`src/rtl/ifetch_line_buffer.sv`:
```
// Instruction-fetch line buffer between the fetch stage and a 32x128 synchronous ROM.
// Define IFETCH_PERF_EN to add saturating hit/miss counters (hit_count, miss_count).
module ifetch_line_buffer #(
  parameter int          ROM_ADDR_W = 5,
  parameter int          LINE_W     = 128,
  parameter int          WORD_W     = 32,
  parameter logic [31:0] TRAP_INSTR = 32'h1000ffff
) (
  input  logic                  clock,
  input  logic                  reset_n,
  input  logic                  req_valid,
  output logic                  req_ready,
  input  logic [31:0]           req_pc,
  input  logic                  flush,
  output logic [ROM_ADDR_W-1:0] rom_addr,
  input  logic [LINE_W-1:0]     rom_data,
  output logic                  rsp_valid,
  input  logic                  rsp_ready,
  output logic [WORD_W-1:0]     rsp_instr,
  output logic [31:0]           rsp_pc,
  output logic                  rsp_err
`ifdef IFETCH_PERF_EN
  ,
  output logic [15:0]           hit_count,
  output logic [15:0]           miss_count
`endif
);

  localparam int LINE_LSB = 4;
  localparam int LINE_MSB = ROM_ADDR_W + 3;

  typedef enum logic {
    S_IDLE = 1'b0,
    S_FILL = 1'b1
  } state_t;

  state_t                r_state;
  state_t                w_state_nxt;
  logic [LINE_W-1:0]     r_line;
  logic [ROM_ADDR_W-1:0] r_line_tag;
  logic                  r_line_valid;
  logic [31:0]           r_fill_pc;
  logic                  r_rsp_valid;
  logic [WORD_W-1:0]     r_rsp_instr;
  logic [31:0]           r_rsp_pc;
  logic                  r_rsp_err;

  logic                  w_err;
  logic                  w_hit;
  logic                  w_accept;
  logic                  w_miss_accept;

  function automatic logic [WORD_W-1:0] f_word_sel(input logic [LINE_W-1:0] line,
                                                   input logic [1:0]        idx);
    case (idx)
      2'd0:    f_word_sel = line[0*WORD_W +: WORD_W];
      2'd1:    f_word_sel = line[1*WORD_W +: WORD_W];
      2'd2:    f_word_sel = line[2*WORD_W +: WORD_W];
      default: f_word_sel = line[3*WORD_W +: WORD_W];
    endcase
  endfunction

  assign w_err         = (req_pc[1:0] != 2'b00) || (|req_pc[31:LINE_MSB+1]);
  assign w_hit         = r_line_valid && (r_line_tag == req_pc[LINE_MSB:LINE_LSB]);
  assign req_ready     = (r_state == S_IDLE) && !flush && (!r_rsp_valid || rsp_ready);
  assign w_accept      = req_valid && req_ready;
  assign w_miss_accept = w_accept && !w_err && !w_hit;

  // The ROM only sees a new line address on an accepted miss; otherwise it re-reads the held line.
  assign rom_addr  = w_miss_accept ? req_pc[LINE_MSB:LINE_LSB] : r_line_tag;

  assign rsp_valid = r_rsp_valid;
  assign rsp_instr = r_rsp_instr;
  assign rsp_pc    = r_rsp_pc;
  assign rsp_err   = r_rsp_err;

  // Next-state logic: a fill always lasts exactly one cycle, flushed or not.
  always_comb begin
    w_state_nxt = r_state;
    case (r_state)
      S_IDLE: begin
        if (w_miss_accept) begin
          w_state_nxt = S_FILL;
        end else begin
          w_state_nxt = S_IDLE;
        end
      end
      S_FILL:  w_state_nxt = S_IDLE;
      default: w_state_nxt = S_IDLE;
    endcase
  end

  // State, line buffer and pending-fill PC.
  always_ff @(posedge clock or negedge reset_n) begin
    if (!reset_n) begin
      r_state      <= S_IDLE;
      r_line       <= '0;
      r_line_tag   <= '0;
      r_line_valid <= 1'b0;
      r_fill_pc    <= 32'h0000_0000;
    end else begin
      r_state <= w_state_nxt;
      if (w_miss_accept) begin
        r_fill_pc <= req_pc;
      end
      if ((r_state == S_FILL) && !flush) begin
        r_line       <= rom_data;
        r_line_tag   <= r_fill_pc[LINE_MSB:LINE_LSB];
        r_line_valid <= 1'b1;
      end
    end
  end

  // Response register: flush wins, then hit/error load, then fill load, then handshake drain.
  always_ff @(posedge clock or negedge reset_n) begin
    if (!reset_n) begin
      r_rsp_valid <= 1'b0;
      r_rsp_instr <= '0;
      r_rsp_pc    <= 32'h0000_0000;
      r_rsp_err   <= 1'b0;
    end else if (flush) begin
      r_rsp_valid <= 1'b0;
    end else if (w_accept && (w_err || w_hit)) begin
      r_rsp_valid <= 1'b1;
      r_rsp_instr <= w_err ? TRAP_INSTR[WORD_W-1:0] : f_word_sel(r_line, req_pc[3:2]);
      r_rsp_pc    <= req_pc;
      r_rsp_err   <= w_err;
    end else if (r_state == S_FILL) begin
      r_rsp_valid <= 1'b1;
      r_rsp_instr <= f_word_sel(rom_data, r_fill_pc[3:2]);
      r_rsp_pc    <= r_fill_pc;
      r_rsp_err   <= 1'b0;
    end else if (r_rsp_valid && rsp_ready) begin
      r_rsp_valid <= 1'b0;
    end
  end

`ifdef IFETCH_PERF_EN
  logic [15:0] r_hit_count;
  logic [15:0] r_miss_count;

  assign hit_count  = r_hit_count;
  assign miss_count = r_miss_count;

  // Saturating counters of accepted non-error requests.
  always_ff @(posedge clock or negedge reset_n) begin
    if (!reset_n) begin
      r_hit_count  <= 16'h0000;
      r_miss_count <= 16'h0000;
    end else begin
      if (w_accept && !w_err && w_hit && (r_hit_count != 16'hffff)) begin
        r_hit_count <= r_hit_count + 16'd1;
      end
      if (w_miss_accept && (r_miss_count != 16'hffff)) begin
        r_miss_count <= r_miss_count + 16'd1;
      end
    end
  end
`endif

endmodule
```
`config.mk`:
```
export PLATFORM = sky130hd
export DESIGN_NAME = ifetch_line_buffer
export DESIGN_NICKNAME = d
export VERILOG_FILES = /design/src/rtl/ifetch_line_buffer.sv
export SDC_FILE = /design/constraint.sdc
export NUM_CORES = 1
export LEC_CHECK = 0
export CAP_MARGIN = 20
export CORE_MARGIN = 1
export CORE_UTILIZATION = 40
export CTS_BUF_LIST = sky130_fd_sc_hd__clkbuf_2 sky130_fd_sc_hd__clkbuf_4 sky130_fd_sc_hd__clkbuf_8
export CTS_CLUSTER_DIAMETER = 100
export DETAILED_ROUTE_END_ITERATION = 10
export GPL_TIMING_DRIVEN = 0
export PLACE_DENSITY = 0.72
export SETUP_SLACK_MARGIN = 0.1
export SYNTH_ARGS = -nofsm -noshare
export SYNTH_HDL_FRONTEND = slang
export SYNTH_SLANG_ARGS = --single-unit
```
`constraint.sdc`:
```
create_clock -name clock -period 2.4 [get_ports clock]
set_input_delay 0.36 -clock clock [delete_from_list [all_inputs] [get_ports clock]]
set_output_delay 0.36 -clock clock [all_outputs]
set_load 0.005 [all_outputs]
```
==> impl_metrics.toml <==
[clock_tree]
cts_tree = "yes"
cts_root_buf = "clkbuf_8"
cts_buffers = 42
cts-htree-levels = 2
clock-sinks = 233
path_clk_slew_ns = 0.06
clk_latency_ns = 0.55
cts.path.max_buffers = 3

[sta]
setup_violations = 32
fin_crit_ns = 2.91
period_share_pct = 121
worst_pin_slew_ns = 1.22
slew_viol_final = 0
finClkSkew_ns = 0.0257
setup_ws_ns = -0.514
finalSetupTns_ns = -4.46
fmax_mhz = 343
slew_headroom_pct = 18.7
rsz0062_at_grt = "true"
hold_viol_final = 0
fin_hold_ws_ns = 0.111

[synthesis]
syn_inst = 1035
synthesis.nets = 1200
synth_top_area_share_pct = 52.6
yosysWarningCount = 0
synth_seq_cells = 233
synthArstFlopShare_pct = 100
synth_area_leaders = "dfrtp_1, nand2_1, mux4_2"
yosys.area.top_type = "dfrtp_1"
synth-main-ff-cell = "dfrtp_1"
synth_cell_types = 36
syn_area_um2 = 11100
ys_seq_area_share_pct = 52.6
synth_edf_count = 0
syn_area_per_cell_um2 = 10.7

[grt]
overflow = 0
grt_util_met1_pct = 35.3
grt_pass1_vias = 9997
top_usage_layer = "met2"
grtUsageMet2_pct = 41.5
grt_pass1_wl_um = 57000
globalRouteMet3Util_pct = 5.75
antenna_found_initial = 2
grtUsageTotal_pct = 26.4
grt_max_degree = 99

[cells_and_area]
final_layout_size_suffix_gt1_share_pct = 24.6
fin_area_um2 = 15600
fin_nets = 1501
fin_util_pct = 57.5
instances_no_fill = 1736
antenna_cells = 0
syn2layout_area_growth_pct = 40.5
n_fill_cell = 2267

[die]
die_h_um = 169
fp.coreArea_um2 = 27100
die_width_um = 169
num_io_pins = 237
start_util_pct = 40.9
num_rows = 60
die-area_um2 = 28400

[place]
placed_area_um2 = 14000
gp_congestion = 0.848
dp_hpwl_um = 25100
dp.cells = 1643
io_buffers = 234
dpl_worst_slack_ns = -1.34

[routing]
firstDrtPassIters = 5
drc_errors = 0
viasPerCell = 5.56
drt_wl_total_um = 36700
wire_per_inst_um = 21.2
vias = 9645
ant_nets = 0
drt_iter0_markers = 840

[worst_hold_path]
hp-class = "input pin to flop"

[critical_path]
critPathArrivalTime_ns = 2.55
cp_max_fo = 7
crit_required_ns = 2.04
cp-end-kind = "output pin"
crit_type = "input pin to output pin"
cp-start-kind = "input pin"

[pwr]
vdd_ir_drop_max_mv = 0.344
total_power_mw = 9.31
p_per_area_nw_per_um2 = 597
p_leak_nw = 7.17

[outcome]
outcome = "finished with violations"
violations = "setup timing"

[job]
max_cap_viol_count = 0
==> layer usage <==
layer / up-vias / part of all wire [%]
li1: 4222 / -
met1: 4849 / 42
met2: 481 / 47
met3: 89 / 7.7
met4: 4 / 3.4
met5: - / 0.063
==> layout make-up <==
| type | count | area, µm² | share of cell area [%] |
|---|---|---|---|
| plain buffers | 85 | 532 | 3.41 |
| inverters | 2 | 7.51 | 0.0482 |
| clock buffers | 68 | 842 | 5.40 |
| repair buffers | 258 | 2580 | 16.6 |
| flip-flops and latches | 233 | 5830 | 37.4 |
| multi-input cells | 714 | 5310 | 34.0 |
| clock inverters | 4 | 22.5 | 0.144 |
| well taps | 372 | 465 | 2.99 |
==> logic make-up (layout without fill, tap and decap cells) <==
group | Yosys count | after routing | synth area share, %
XOR/XNOR | 2 | 2 | 0.158
AND/OR/NAND/NOR | 547 | 547 | 21.5
AO/OA/AOI/OAI | 89 | 89 | 7.67
flip-flops | 233 | 233 | 52.6
buffers and inverters | 88 | 417 | 3.50
multiplexers | 76 | 76 | 14.6
==> state kept, by name, summed over array words and instances (netlist names) <==
signal        cells
r_fill_pc        32
r_line          128
r_line_tag        5
r_line_valid      1
r_state           1
rsp_err           1
rsp_instr        32
rsp_pc           32
rsp_valid         1
==> cell usage after synthesis, drive strengths merged, types with 17 or more instances <==
| master | count |
|---|---|
| clkbuf | 58 |
| buf | 28 |
| and2 | 25 |
| nor3 | 35 |
| o2bb2ai | 17 |
| o32a | 17 |
| mux4 | 64 |
| nor2 | 17 |
| or3 | 32 |
| nand2 | 399 |
| dfrtp | 233 |
| a211oi | 17 |
| o221a | 30 |
==> repair_timing <==
| action | 4_1_cts | 5_1_grt |
|---|---|---|
| pin swaps | 33 | 21 |
| endpoints found under the setup margin | 200 | 176 |
| endpoints found under the hold margin | 60 | 0 |
| hold buffers | 1 | 0 |
| setup buffers | 13 | 5 |
| gates cloned | 2 | 1 |
| gates resized for setup | 201 | 70 |
==> layout by cell type (no fill, tap or decap), types with 17 or more instances in the layout <==
master	instances
nand2_1	399
dfrtp_1	232
clkdlybuf4s50_1	205
mux4_2	64
clkbuf_8	54
clkbuf_2	31
or3_1	31
o221a_2	30
and2_1	25
clkbuf_1	23
buf_4	20
buf_2	18
clkbuf_4	18
o32a_1	17
a211oi_1	17
==> final timing paths <==
| check | cells past startpoint | start | slack [ns] | to |
|---|---|---|---|---|
| max | 9 | req_pc[31] | -0.51 | rom_addr[3] |
| min | 2 | req_pc[31] | 0.11 | rsp_pc[31] |
| max reg2reg | 9 | rsp_valid | -0.11 | rsp_instr[22] |
| min reg2reg | 2 | r_line[99] | 0.47 | r_line[99] |
| max in group asynchronous | 4 | reset_n | 0.86 | r_line[90] |
| min in group asynchronous | 2 | reset_n | 0.34 | rsp_pc[10] |
==> report_power, final <==
group / internal [mW] / leakage [nW] / switching, mW / total [mW]
logic: 0.781 / 3.63 / 0.466 / 1.25
registers: 4.09 / 3.07 / 0.119 / 4.21
clock network: 2.20 / 0.462 / 1.65 / 3.85
total: 7.08 / 7.17 / 2.23 / 9.31
==> critical path: stages <==
cell and delay (ns):
buf_6 0.10, nor4_4 0.32, nand4_1 0.18, or4_4 0.46
buf_8 0.14, or3_4 0.41, buf_8 0.15, mux2_4 0.31
buf_6 0.12
(Power assumes the default switching activity.)
